### src/rtl/control_lectura_pkg.sv
// Shared RTC bus package: sequencer state encoding, bus width, phase timing
// defaults and strobe idle levels used by the read, write and init sequencers.
package control_lectura_pkg;

  localparam int unsigned T_FASE_DEF = 10;
  localparam int unsigned BUS_W      = 8;
  localparam int unsigned CNT_W      = 8;   // enough for T_FASE up to 255

  localparam logic STROBE_IDLE = 1'b1;      // CS_n / RD_n / WR_n inactive
  localparam logic AD_SEL_IDLE = 1'b1;      // A/D pin rests in data mode

  typedef enum logic [2:0] {
    REPOSO,
    DIR_SET,
    DIR_HOLD,
    LEER,
    LIBERA,
    FIN,
    ESPERA
  } estado_e;

  // States whose duration is measured by the phase counter.
  function automatic logic es_fase_temporizada(input estado_e s);
    return (s == DIR_SET) || (s == DIR_HOLD) || (s == LEER) || (s == LIBERA);
  endfunction

endpackage

### src/rtl/control_lectura_contador.sv
// Phase counter: walks 0..T_FASE-1 and flags the last cycle of a bus phase.
// Shared with the write sequencer; the owner clears it on every state change.
module contador_fase
  import control_lectura_pkg::*;
#(
  parameter int unsigned T_FASE = T_FASE_DEF
) (
  input  logic clk,
  input  logic reset,
  input  logic clr,
  output logic tc
);

  logic [CNT_W-1:0] cnt_q, cnt_d;

  always_comb begin
    tc = (cnt_q == CNT_W'(T_FASE - 1));
    if (clr || tc) cnt_d = '0;
    else           cnt_d = cnt_q + 1'b1;
  end

  // NOTE: sequential state uses non-blocking assignments so every flop samples pre-edge values.
  always_ff @(posedge clk or negedge reset) begin
    if (!reset) cnt_q <= '0;
    else        cnt_q <= cnt_d;
  end

endmodule

### src/rtl/control_lectura.sv
// RTC read-cycle responder: on Inicio_L runs address then data phase on the
// multiplexed bus, captures the byte and answers with a one-cycle Fin_L.
module control_lectura
  import control_lectura_pkg::*;
#(
  parameter int unsigned T_FASE = T_FASE_DEF,
  parameter int unsigned W      = BUS_W
) (
  input  logic         clk,
  input  logic         reset,
  input  logic         Inicio_L,
  input  logic [W-1:0] dir,
  input  logic [W-1:0] AD_in,
  output logic [W-1:0] AD_out,
  output logic         AD_oe,
  output logic         AD_sel,
  output logic         CS_n,
  output logic         RD_n,
  output logic         WR_n,
  output logic [W-1:0] dato_leido,
  output logic         Fin_L
);

  estado_e        state_q, state_d;
  logic [W-1:0]   addr_q, addr_d;
  logic [W-1:0]   dato_q, dato_d;
  logic [W-1:0]   ad_out_q, ad_out_d;
  logic           ad_oe_q, ad_oe_d;
  logic           ad_sel_q, ad_sel_d;
  logic           cs_n_q, cs_n_d;
  logic           rd_n_q, rd_n_d;
  logic           wr_n_q, wr_n_d;
  logic           fin_q, fin_d;
  logic           fase_tc;
  logic           cnt_clr;

  contador_fase #(.T_FASE(T_FASE)) u_contador (
    .clk   (clk),
    .reset (reset),
    .clr   (cnt_clr),
    .tc    (fase_tc)
  );

  // NOTE: every always_comb output gets a default first so no path can infer a latch.
  always_comb begin
    state_d = state_q;
    addr_d  = addr_q;
    dato_d  = dato_q;
    unique case (state_q)
      REPOSO:   if (Inicio_L) begin
                  state_d = DIR_SET;
                  addr_d  = dir;
                end
      DIR_SET:  if (fase_tc) state_d = DIR_HOLD;
      DIR_HOLD: if (fase_tc) state_d = LEER;
      LEER:     if (fase_tc) begin
                  state_d = LIBERA;
                  dato_d  = AD_in;
                end
      LIBERA:   if (fase_tc) state_d = FIN;
      FIN:      state_d = ESPERA;
      ESPERA:   if (!Inicio_L) state_d = REPOSO;
      default:  state_d = REPOSO;
    endcase
    cnt_clr = (state_d != state_q) || !es_fase_temporizada(state_q);
  end

  // Bus pins are a registered decode of the current state, so they trail it by one cycle.
  always_comb begin
    ad_out_d = '0;
    ad_oe_d  = 1'b0;
    ad_sel_d = AD_SEL_IDLE;
    cs_n_d   = STROBE_IDLE;
    rd_n_d   = STROBE_IDLE;
    wr_n_d   = STROBE_IDLE;
    fin_d    = 1'b0;
    unique case (state_q)
      DIR_SET: begin
        cs_n_d   = 1'b0;
        wr_n_d   = 1'b0;
        ad_sel_d = 1'b0;
        ad_oe_d  = 1'b1;
        ad_out_d = addr_q;
      end
      DIR_HOLD: begin
        ad_sel_d = 1'b0;
        ad_oe_d  = 1'b1;
        ad_out_d = addr_q;
      end
      LEER: begin
        cs_n_d = 1'b0;
        rd_n_d = 1'b0;
      end
      FIN:     fin_d = 1'b1;
      default: ;
    endcase
  end

  always_ff @(posedge clk or negedge reset) begin
    if (!reset) begin
      state_q  <= REPOSO;
      addr_q   <= '0;
      dato_q   <= '0;
      ad_out_q <= '0;
      ad_oe_q  <= 1'b0;
      ad_sel_q <= AD_SEL_IDLE;
      cs_n_q   <= STROBE_IDLE;
      rd_n_q   <= STROBE_IDLE;
      wr_n_q   <= STROBE_IDLE;
      fin_q    <= 1'b0;
    end else begin
      state_q  <= state_d;
      addr_q   <= addr_d;
      dato_q   <= dato_d;
      ad_out_q <= ad_out_d;
      ad_oe_q  <= ad_oe_d;
      ad_sel_q <= ad_sel_d;
      cs_n_q   <= cs_n_d;
      rd_n_q   <= rd_n_d;
      wr_n_q   <= wr_n_d;
      fin_q    <= fin_d;
    end
  end

  assign AD_out     = ad_out_q;
  assign AD_oe      = ad_oe_q;
  assign AD_sel     = ad_sel_q;
  assign CS_n       = cs_n_q;
  assign RD_n       = rd_n_q;
  assign WR_n       = wr_n_q;
  assign dato_leido = dato_q;
  assign Fin_L      = fin_q;

endmodule

### config.mk
export PLATFORM = sky130hd
export DESIGN_NAME = control_lectura
export DESIGN_NICKNAME = d
export VERILOG_FILES = /design/src/rtl/control_lectura_pkg.sv /design/src/rtl/control_lectura_contador.sv /design/src/rtl/control_lectura.sv
export SDC_FILE = /design/constraint.sdc
export NUM_CORES = 1
export LEC_CHECK = 0
export ABC_AREA = 1
export ABC_CLOCK_PERIOD_IN_PS = 3300
export BUFFER_PORTS_ARGS = -buffer_cell sky130_fd_sc_hd__buf_2
export CORE_MARGIN = 2
export CORE_UTILIZATION = 56
export DETAILED_ROUTE_END_ITERATION = 10
export GPL_ROUTABILITY_DRIVEN = 0
export PLACE_DENSITY = 0.83
export SYNTH_ARGS = -nofsm -noshare
export SYNTH_HDL_FRONTEND = slang
export SYNTH_SLANG_ARGS = --single-unit
### constraint.sdc
create_clock -name clk -period 3.3 [get_ports clk]
set_input_delay 0.66 -clock clk [delete_from_list [all_inputs] [get_ports clk]]
set_output_delay 0.66 -clock clk [all_outputs]
set_load 0.05 [all_outputs]
==> results of run 1 <==
==> power by group through the flow <==
stage | combinational [uW] | sequential (uW) | clock (uW)
4_1_cts | 985 | 819 | 266
6_report | 975 | 818 | 253
3_5_place_dp | 984 | 831 | 0
5_1_grt | 1070 | 841 | 287
3_3_place_gp | 966 | 824 | 0
2_1_floorplan | 345 | 1250 | 0
==> how the worst min path moves through the flow <==
stage,from,to,slack [ns],cells after the start
2_1_floorplan,reset,AD_oe,0.36,0
3_3_place_gp,dato_leido[5],dato_leido[5],0.45,2
3_5_place_dp,dato_leido[5],dato_leido[5],0.45,2
4_1_cts,reset,AD_out[0],0.44,1
5_1_grt,reset,AD_out[6],0.48,1
6_report,reset,dato_leido[7],0.42,1
==> cells in the mapped netlist, types with 3 or more instances <==
cell type | count | area, um^2
dfrtp_1 | 37 | 926
nand2_1 | 35 | 131
nor2_1 | 28 | 105
inv_1 | 21 | 78.8
nand3_1 | 14 | 70.1
a21oi_1 | 8 | 40.0
dfstp_2 | 4 | 105
nand4_1 | 4 | 25.0
nand3_2 | 3 | 30.0
==> layout make-up <==
| class | instances | area share, % |
|---|---|---|
| Clock buffer | 7 | 2.78 |
| Clock inverter | 1 | 0.380 |
| Inverter | 24 | 4.62 |
| Multi-Input combinational cell | 108 | 28.0 |
| Sequential cell | 41 | 52.1 |
| Tap cell | 31 | 1.96 |
| Timing Repair Buffer | 40 | 10.1 |
==> through the flow <==
| step | hold slack (ns) | worst slack (ns) | std cells |
|---|---|---|---|
| 4_1_cts | 0.438 | 1.50 | 252 |
| 2_1_floorplan | 0.364 | 1.98 | 175 |
| 3_5_place_dp | 0.454 | 1.69 | 244 |
| 6_report | 0.416 | 1.52 | 252 |
| 3_3_place_gp | 0.448 | 1.79 | 244 |
| 5_1_grt | 0.475 | 1.48 | 252 |
==> registers in the layout, indices dropped and copies added (netlist names) <==
| register | cells |
|---|---|
| u_contador.cnt_q | 8 |
| Fin_L | 1 |
| RD_n | 1 |
| AD_out | 8 |
| AD_sel | 1 |
| WR_n | 1 |
| state_q | 3 |
| CS_n | 1 |
| addr_q | 8 |
| dato_leido | 8 |
| AD_oe | 1 |
==> per-layer routing <==
metal / GRT usage [%] / vias up
li1: - / 635
met2: 31.0 / 41
met5: 0 / -
met1: 23.7 / 567
met3: 4.80 / 6
met4: 8.77 / 0
==> logic make-up (layout without fill, tap and decap cells) <==
family / Yosys count / in the layout / share of synthesized area, %
AOI/OAI and AO/OA: 11 / 11 / 3.47
and+or+nand+nor: 91 / 91 / 25.7
DFF: 41 / 41 / 60.8
xor gates and xnor gates: 4 / 4 / 2.07
adders and majority gates: 2 / 2 / 1.47
buffers and inverters: 26 / 72 / 6.56
==> cell usage in the layout, fill, tap and decap left out <==
cell	n
nand3_2	3
nor2_2	2
clkbuf_4	5
a21oi_1	8
nand2_2	1
nand3_4	1
o21ai_2	1
clkinv_2	1
xor2_1	2
dfstp_2	4
nand2_1	35
and3_1	1
clkbuf_1	1
clkinvlp_4	1
ha_1	2
dfrtp_1	37
o21ai_0	2
nand3_1	14
xnor2_1	2
buf_2	40
nand4_1	4
inv_2	2
nor2_1	28
clkbuf_8	1
inv_1	21
nand2_8	1
nor2_4	1
==> flow_summary_export.csv, run 1 <==
group,metric,value,unit
outcome,status,"finished clean",
timing,report.final.slew_viol_count,0,
setup_path,cp_slowest_cell,"dfstp_2",
setup_path,critPathCapture,"AD_sel",
drt,route.met2.wl,1.33,mm
setup_path,start_kind,"register",
floorplan,rows,19,
power_and_ir_drop,leakagePower,0.00104,uW
setup_path,r2r-end,"u_contador.cnt_q[3]",
logic_synthesis,synth_flop_cell,"dfrtp_1",
logic_synthesis,synth_edf_count,0,
logic_synthesis,synthDistinctLibCells,24,
timing,period_share,54.1,%
power_and_ir_drop,combPwrFrac,47.7,%
drt,wl_met1,1.29,mm
logic_synthesis,async_flop_share,100,%
power_and_ir_drop,power.share.clock,12.4,%
clocking,cts_buffer_depth,2,
global_routing,grt_use_total,18.9,%
setup_path,worst-path-stages,1,
setup_path,rrSetupSlack,1.71,ns
clocking,path_clk_slew,0.12,ns
final_layout,area_growth,16.6,%
floorplan,die_area,3490,um^2
logic_synthesis,syn_area,1700,um^2
place,place.port_buffers,40,
clocking,hold_buffers,0,
drt,ant_nets,0,
clocking,clkSinkCount,41,
logic_synthesis,yosysWarnings,0,
drt,wl_met3,172,um
flow_run,maxCapViolCount,0,
power_and_ir_drop,power,2050,uW
power_and_ir_drop,p_seq_share,40.0,%
global_routing,grt_pass1_vias,1206,
logic_synthesis,synthCells,175,
setup_path,critPathBufInv,1,
setup_path,crit_start,"AD_sel",
logic_synthesis,avgSynthCellArea,9.70,um^2
floorplan,start_util,60.0,%
drt,dr.pass1.iters,4,
setup_path,critPathKind,"register to primary output",
global_routing,antenna_found_initial,0,
floorplan,fp.dieW,59.0,um
setup_path,worstPathRequired,2.64,ns
clocking,post-cts-setup-buffers,0,
clocking,htree_levels,2,
setup_path,crit_fanout,1,
clocking,cts_tree,"done",
logic_synthesis,syn_nets,196,
power_and_ir_drop,p_per_area,1030,nW/um^2
final_layout,nFillCells,238,
drt,highest_layer,"met4",
timing,setup_violations,0,
power_and_ir_drop,vdd_drop_max,0.689,mV
drt,vias,1249,
floorplan,core_area,2830,um^2
power_and_ir_drop,swShare,48.6,%
clocking,root_buffer,"clkbuf_4",
global_routing,grt_pass1_wl,4.91,mm
global_routing,grt_max_degree,42,
place,placed_area,1920,um^2
timing,finClkSkew,0.0138,ns
drt,wl_per_cell,11.2,um
final_layout,fin_nets,241,
final_layout,ff_latch_area,1030,um^2
setup_path,r2r_start,"u_contador.cnt_q[1]",
final_layout,diodes,0,
timing,tightest_slew,0.842,ns
setup_path,path_delay_family,"flip-flops",
logic_synthesis,synth-seq-cells,41,
clocking,insertion_delay,0.34,ns
drt,drcViolationCount,0,
setup_path,crit_path_end_kind,"primary output",
global_routing,gr-total-overflow,0,
timing,max_freq,560,MHz
setup_path,path_cells,"buf_2",
setup_path,crit_path_max_incr_delay,0.53,ns
drt,vias_per_cell,4.96,
setup_path,reg2regPathDepth,7,
timing,rsz0062_at_grt,"false",
timing,finalHoldViolations,0,
logic_synthesis,ys_seq_area_share,60.8,%
drt,drtIter0Drc,71,
clocking,cts_buffers,5,
setup_path,cp.arrival,1.12,ns
final_layout,multi_input_area,554,um^2
timing,max_slew_margin,43.8,%
power_and_ir_drop,switchingPower,996,uW
timing,fin_crit,1.78,ns
floorplan,die_h,59.0,um
worst_hold_path,hold_class,"input pin to async pin",
final_layout,drive_gt1_share,29.0,%
final_layout,utilization,69.9,%
place,dp_hpwl,2.07,mm
drt,routed_wl,2.83,mm
clocking,post_cts_resized,0,
power_and_ir_drop,p_int,1050,uW
final_layout,fin_area,1980,um^2
timing,tns,0,ns
floorplan,ios,41,
No activity file was read; power rests on OpenSTA's default activity.
==> run 2: changes to the inputs <==
--- a/config.mk
+++ b/config.mk
@@ -5,14 +5,14 @@
 export SDC_FILE = /design/constraint.sdc
 export NUM_CORES = 1
 export LEC_CHECK = 0
-export ABC_AREA = 1
-export ABC_CLOCK_PERIOD_IN_PS = 3300
+export ABC_AREA = 0
+export ABC_CLOCK_PERIOD_IN_PS = 1900
 export BUFFER_PORTS_ARGS = -buffer_cell sky130_fd_sc_hd__buf_2
 export CORE_MARGIN = 2
-export CORE_UTILIZATION = 56
+export CORE_UTILIZATION = 52
 export DETAILED_ROUTE_END_ITERATION = 10
 export GPL_ROUTABILITY_DRIVEN = 0
-export PLACE_DENSITY = 0.83
+export PLACE_DENSITY = 0.78
 export SYNTH_ARGS = -nofsm -noshare
 export SYNTH_HDL_FRONTEND = slang
 export SYNTH_SLANG_ARGS = --single-unit
==> constraint.sdc (replaced) <==
create_clock -name clk -period 1.9 [get_ports clk]
set_input_delay 0.38 -clock clk [delete_from_list [all_inputs] [get_ports clk]]
set_output_delay 0.38 -clock clk [all_outputs]
set_load 0.05 [all_outputs]
==> run 2 against run 1 <==
  * First-iteration DRC count is 20% lower
  * Routed wire length is 9.0% higher
  * Core utilization is 3.1 points lower
  * Flip-flop and latch count stayed put
  * Sequential power is 70% higher
  * Die area is 9.6% higher
  * Combinational power is 50% higher
  * Via count is 5.3% lower
  * Design area is 5.6% higher
  * Clock power is 120% higher
  * Synthesized area is 2.4% higher
  * Cell count is 10% lower
  * Critical path type is now register to register
  * Critical endpoint is now u_contador.cnt_q[2]
  * Largest cell class unchanged
  * Largest power group unchanged
==> flow_summary_export.csv, run 2 <==
group,metric,value,unit
drt,drtIter0Drc,57,
final_layout,diodes,0,
global_routing,antenna_found_initial,0,
global_routing,gr-usage-met2,29.9,%
final_layout,nFillCells,237,
logic_synthesis,synthDistinctLibCells,33,
final_layout,area_growth,20.2,%
logic_synthesis,synth_flop_cell,"dfrtp_1",
setup_path,crit_path_end_kind,"register",
timing,report.final.slew_viol_count,0,
timing,tightest_slew,0.534,ns
clocking,clkSinkCount,41,
setup_path,crit_fanout,6,
logic_synthesis,synth_edf_count,0,
place,dp_slack,0.188,ns
clocking,post_cts_resized,0,
floorplan,ios,41,
final_layout,final_common_cell,"buf_2",
timing,period_share,91.2,%
timing,max_freq,577,MHz
global_routing,grt_pass1_wl,4.90,mm
logic_synthesis,syn_nets,155,
drt,drcViolationCount,0,
global_routing,top_usage_layer,"met2",
place,dp_hpwl,2.27,mm
logic_synthesis,yosysMostFrequentCell,"dfrtp_1",
drt,routed_wl,3.09,mm
flow_run,maxCapViolCount,0,
clocking,insertion_delay,0.35,ns
timing,fin_crit,1.73,ns
logic_synthesis,synth_top_area_cell,"dfrtp_1",
logic_synthesis,ys_top_cells_by_count,"dfrtp_1 (37), mux2_2 (16), and2_1 (8)",
setup_path,worstPathRequired,2.12,ns
clocking,cts_buffer_depth,2,
worst_hold_path,hold_class,"input pin to register",
final_layout,layout_common_cells,"buf_2 (40), dfrtp_1 (37), mux2_2 (16), and2_1 (8)",
clocking,cts_tree,"done",
drt,vias_per_cell,5.23,
floorplan,fp.dieW,61.8,um
power_and_ir_drop,power,3400,uW
power_and_ir_drop,vdd_drop_max,0.867,mV
final_layout,drive_gt1_share,42.3,%
drt,dr.pass1.iters,4,
setup_path,cp.arrival,1.96,ns
timing,fin_ws,0.167,ns
setup_path,cp_slowest_cell,"or3b_2",
drt,vias,1183,
drt,ant_nets,0,
timing,max_slew_margin,64.3,%
logic_synthesis,yosysWarnings,0,
logic_synthesis,syn_area,1740,um^2
power_and_ir_drop,p_per_area,1630,nW/um^2
final_layout,ff_latch_area,1030,um^2
drt,wl_per_cell,13.7,um
power_and_ir_drop,leakagePower,0.000985,uW
floorplan,die_area,3820,um^2
global_routing,grt_max_degree,24,
floorplan,core_area,3130,um^2
floorplan,start_util,55.6,%
setup_path,critPathKind,"register to register",
outcome,status,"finished clean",
global_routing,met1_usage,21.1,%
timing,finClkSkew,0.0109,ns
logic_synthesis,synthTopCellsByArea,"dfrtp_1 (53%), mux2_2 (10%), dfstp_2 (6.0%), and2_1 (2.9%), nor4b_4 (2.7%)",
floorplan,rows,20,
setup_path,path_cells,"inv_1 -> ha_1 -> or3b_2 -> o211ai_2 -> nor2_1",
global_routing,grt.met3_usage,6.42,%
final_layout,fin_nets,202,
clocking,root_buffer,"clkbuf_4",
logic_synthesis,ys_seq_area_share,59.3,%
setup_path,start_kind,"register",
logic_synthesis,yosysTopAreaCellShare,53.3,%
clocking,htree_levels,2,
timing,finalHoldViolations,0,
timing,tns,0,ns
place,place.port_buffers,40,
logic_synthesis,synthCells,134,
logic_synthesis,synth-seq-cells,41,
timing,rsz0062_at_grt,"false",
setup_path,crit_path_max_incr_delay,0.50,ns
final_layout,multi_input_area,656,um^2
clocking,cts_buffers,5,
logic_synthesis,async_flop_share,100,%
global_routing,grt_pass1_vias,1120,
global_routing,gr-total-overflow,0,
floorplan,die_h,61.8,um
logic_synthesis,avgSynthCellArea,13.0,um^2
timing,setup_violations,0,
global_routing,grt_use_total,18.2,%
clocking,path_clk_slew,0.11,ns
-- run 2: cells by family after synthesis --
family	Yosys count	synth area share (%)
AND/OR/NAND/NOR	45	18.5
flip-flops	41	59.3
AO/OA/AOI/OAI	16	5.90
multiplexers	16	10.4
buffers and inverters	11	2.95
XOR/XNOR	3	1.51
adder cells (fa/ha/maj)	2	1.44
-- run 2: worst paths after layout --
kind,cells after the start,from,slack (ns),end
hold / removal,2,dir[2],0.25,addr_q[2]
setup / recovery,5,u_contador.cnt_q[1],0.17,u_contador.cnt_q[2]
setup reg to reg,5,u_contador.cnt_q[1],0.17,u_contador.cnt_q[2]
max in group asynchronous,3,reset,0.86,AD_sel
min in group asynchronous,2,reset,0.49,u_contador.cnt_q[7]
hold reg to reg,1,addr_q[0],0.49,AD_out[0]
-- run 2: power by group --
| part | total, uW | internal, uW | leakage (uW) | switching, uW |
|---|---|---|---|---|
| Sequential | 1390 | 1200 | 0.000498 | 197 |
| Clock | 544 | 276 | 0.0000422 | 268 |
| Combinational | 1460 | 485 | 0.000445 | 974 |
| Total | 3400 | 1960 | 0.000985 | 1440 |
-- run 2: cell type report --
class                      instances  share of cell area [%]
clock buffer                       6                    1.98
clock inverter                     2                    1.68
inverter                           7                    1.26
multi-input combinational         82                    31.4
sequential                        41                    49.3
tap                               44                    2.63
timing repair buffer              44                    11.7
-- run 2: per-layer routing --
metal / vias to the layer above / routed length, um
met5: - / 0
met4: 0 / 87
met3: 11 / 186
met2: 42 / 1500
met1: 565 / 1310
li1: 565 / -
-- run 2: repair_timing --
| action | 4_1_cts | 5_1_grt |
|---|---|---|
| setup buffers | 0 | 0 |
| hold buffers | 1 | 0 |
| endpoints found under the hold margin | 16 | 0 |
-- run 2: stage by stage --
step | hold slack, ns | utilization, % | cells | instance area (um^2)
after CTS | 0.236 | 66.8 | 226 | 2090
after detailed placement | 0.347 | 64.0 | 217 | 2000
after global routing | 0.240 | 66.8 | 226 | 2090
after global placement | 0.338 | 64.0 | 217 | 2000
after floorplan | 0.0844 | - | 134 | 1740
final | 0.252 | 66.8 | 226 | 2090
-- run 2: critical path: cells and delay by family, from the launching register on --
kind | cells | cell delay, ns
and+or+nand+nor | 2 | 0.60
DFF | 1 | 0.45
AOI/OAI and AO/OA | 1 | 0.33
adders and majority gates | 1 | 0.16
buffers and inverters | 1 | 0.08
==> run 3: changes to the inputs <==
--- a/config.mk
+++ b/config.mk
@@ -9,10 +9,11 @@
 export ABC_CLOCK_PERIOD_IN_PS = 1900
 export BUFFER_PORTS_ARGS = -buffer_cell sky130_fd_sc_hd__buf_2
 export CORE_MARGIN = 2
-export CORE_UTILIZATION = 52
+export CORE_UTILIZATION = 55
+export CTS_BUF_LIST = sky130_fd_sc_hd__clkbuf_8
 export DETAILED_ROUTE_END_ITERATION = 10
 export GPL_ROUTABILITY_DRIVEN = 0
-export PLACE_DENSITY = 0.78
+export PLACE_DENSITY = 0.81
 export SYNTH_ARGS = -nofsm -noshare
 export SYNTH_HDL_FRONTEND = slang
 export SYNTH_SLANG_ARGS = --single-unit
==> run 3 against run 2 <==
  * Sequential power about the same
  * Die area down 5.1%
  * Routed wire length is 2.3% higher
  * Global-route usage up 1.7 points
  * Clock skew is essentially flat
  * Flip-flop and latch count unchanged
  * Non-clock buffer count up 1
  * Cell count grew 0.44%
  * Core utilization increased by 3.5 points
  * Register-to-register slack better by 0.07 ns
  * Hold slack better by 0.063 ns
  * Critical endpoint unchanged
  * Largest cell class unchanged
==> flow_summary_export.csv, run 3 (synthesis gave the netlist of run 2 again) <==
group,metric,value,unit
setup_path,crit_path_end_kind,"register",
place,dp_hpwl,2.34,mm
timing,tightest_slew,0.545,ns
worst_hold_path,min_from,"dir[6]",
drt,vias_per_cell,5.30,
timing,fin_crit,1.66,ns
timing,rsz0062_at_grt,"false",
floorplan,core_area,3030,um^2
clocking,root_buffer,"clkbuf_8",
floorplan,rows,20,
final_layout,area_growth,22.5,%
drt,drcViolationCount,0,
timing,finalHoldViolations,0,
setup_path,worstPathRequired,2.06,ns
final_layout,final_common_cell,"buf_2",
drt,ant_nets,0,
setup_path,crit_fanout,6,
worst_hold_path,holdPathEnd,"addr_q[6]",
floorplan,ios,41,
setup_path,r2r-end,"u_contador.cnt_q[2]",
clocking,cts_buffer_depth,2,
final_layout,diodes,0,
setup_path,reg2regPathDepth,5,
setup_path,path_delay_family,"simple AND/OR/NAND/NOR gates",
final_layout,multi_input_area,656,um^2
setup_path,crit_path_max_incr_delay,0.49,ns
timing,report.final.slew_viol_count,0,
timing,max_freq,601,MHz
outcome,status,"finished clean",
setup_path,rrSetupSlack,0.24,ns
global_routing,grt_max_degree,16,
drt,dr.pass1.iters,4,
power_and_ir_drop,power,3580,uW
clocking,clkSinkCount,41,
drt,vias,1203,
clocking,htree_levels,2,
setup_path,cp_slowest_cell,"or3b_2",
final_layout,ff_latch_area,1030,um^2
setup_path,start_kind,"register",
drt,routed_wl,3.16,mm
setup_path,critPathBufInv,1,
timing,setup_violations,0,
setup_path,cp.arrival,1.83,ns
place,dp_slack,0.178,ns
global_routing,grt_use_total,19.9,%
setup_path,r2r_start,"u_contador.cnt_q[1]",
timing,max_slew_margin,63.5,%
global_routing,grt_pass1_wl,5.18,mm
clocking,path_clk_slew,0.08,ns
floorplan,start_util,57.4,%
timing,tns,0,ns
power_and_ir_drop,vdd_drop_max,1.10,mV
drt,drtIter0Drc,32,
setup_path,critPathKind,"register to register",
place,place.port_buffers,40,
final_layout,fin_nets,203,
power_and_ir_drop,p_per_area,1680,nW/um^2
setup_path,path_cells,"inv_1 -> ha_1 -> or3b_2 -> o211ai_2 -> nor2_1",
worst_hold_path,hold_depth,2,
final_layout,drive_gt1_share,43.2,%
floorplan,die_h,60.2,um
timing,fin_ws,0.236,ns
final_layout,nFillCells,226,
clocking,cts_buffers,5,
drt,wl_per_cell,13.9,um
global_routing,gr-total-overflow,0,
floorplan,die_area,3630,um^2
clocking,cts_tree,"done",
timing,whs,0.315,ns
final_layout,layout_common_cells,"buf_2 (40), dfrtp_1 (37), mux2_2 (16), and2_1 (8)",
global_routing,grt_pass1_vias,1135,
power_and_ir_drop,leakagePower,0.00100,uW
floorplan,fp.dieW,60.2,um
worst_hold_path,hold_class,"input pin to register",
timing,period_share,87.6,%
clocking,post-cts-setup-buffers,0,
global_routing,antenna_found_initial,0,
clocking,insertion_delay,0.29,ns
timing,finClkSkew,0.0106,ns
flow_run,maxCapViolCount,0,
-- run 3: cell type report --
class / instances / area share [%]
clock buffer: 6 / 3.88
tap: 44 / 2.59
inverter: 7 / 1.23
multi-input combinational: 82 / 30.8
sequential: 41 / 48.4
timing repair buffer: 45 / 11.3
clock inverter: 2 / 1.76
-- run 3: how the worst max path moves through the flow --
| stage | from | depth (start not counted) | endpoint |
|---|---|---|---|
| after floorplan | u_contador.cnt_q[1] | 5 | u_contador.cnt_q[3] |
| after global placement | u_contador.cnt_q[1] | 5 | u_contador.cnt_q[2] |
| after detailed placement | u_contador.cnt_q[1] | 5 | u_contador.cnt_q[3] |
| after CTS | u_contador.cnt_q[1] | 5 | u_contador.cnt_q[3] |
| after global routing | u_contador.cnt_q[1] | 5 | u_contador.cnt_q[3] |
| final | u_contador.cnt_q[1] | 5 | u_contador.cnt_q[2] |
-- run 3: where the power goes --
part / total (uW) / internal (uW) / switching [uW]
registers: 1400 / 1200 / 202
clock network: 717 / 427 / 290
logic: 1460 / 483 / 973
total: 3580 / 2110 / 1470
-- run 3: per-layer routing --
| layer | up-vias | share of wire, % | track usage, % |
|---|---|---|---|
| li1 | 568 | - | - |
| met1 | 591 | 40 | 23.7 |
| met2 | 37 | 52 | 31.7 |
| met3 | 7 | 5.5 | 6.71 |
| met4 | 0 | 1.8 | 10.8 |
| met5 | - | 0 | 0 |
-- run 3: what timing repair did --
| action | 4_1_cts | 5_1_grt |
|---|---|---|
| hold endpoints to repair | 9 | 0 |
| setup endpoints to repair | 0 | 1 |
| resized for setup | 0 | 1 |
| hold buffers | 1 | 0 |
-- run 3: stage by stage --
step,area [um^2],util [%],cells
after floorplan,1740,-,134
after global placement,2000,66.0,218
after detailed placement,2000,66.0,218
after CTS,2130,70.3,227
after global routing,2130,70.3,227
final,2130,70.3,227
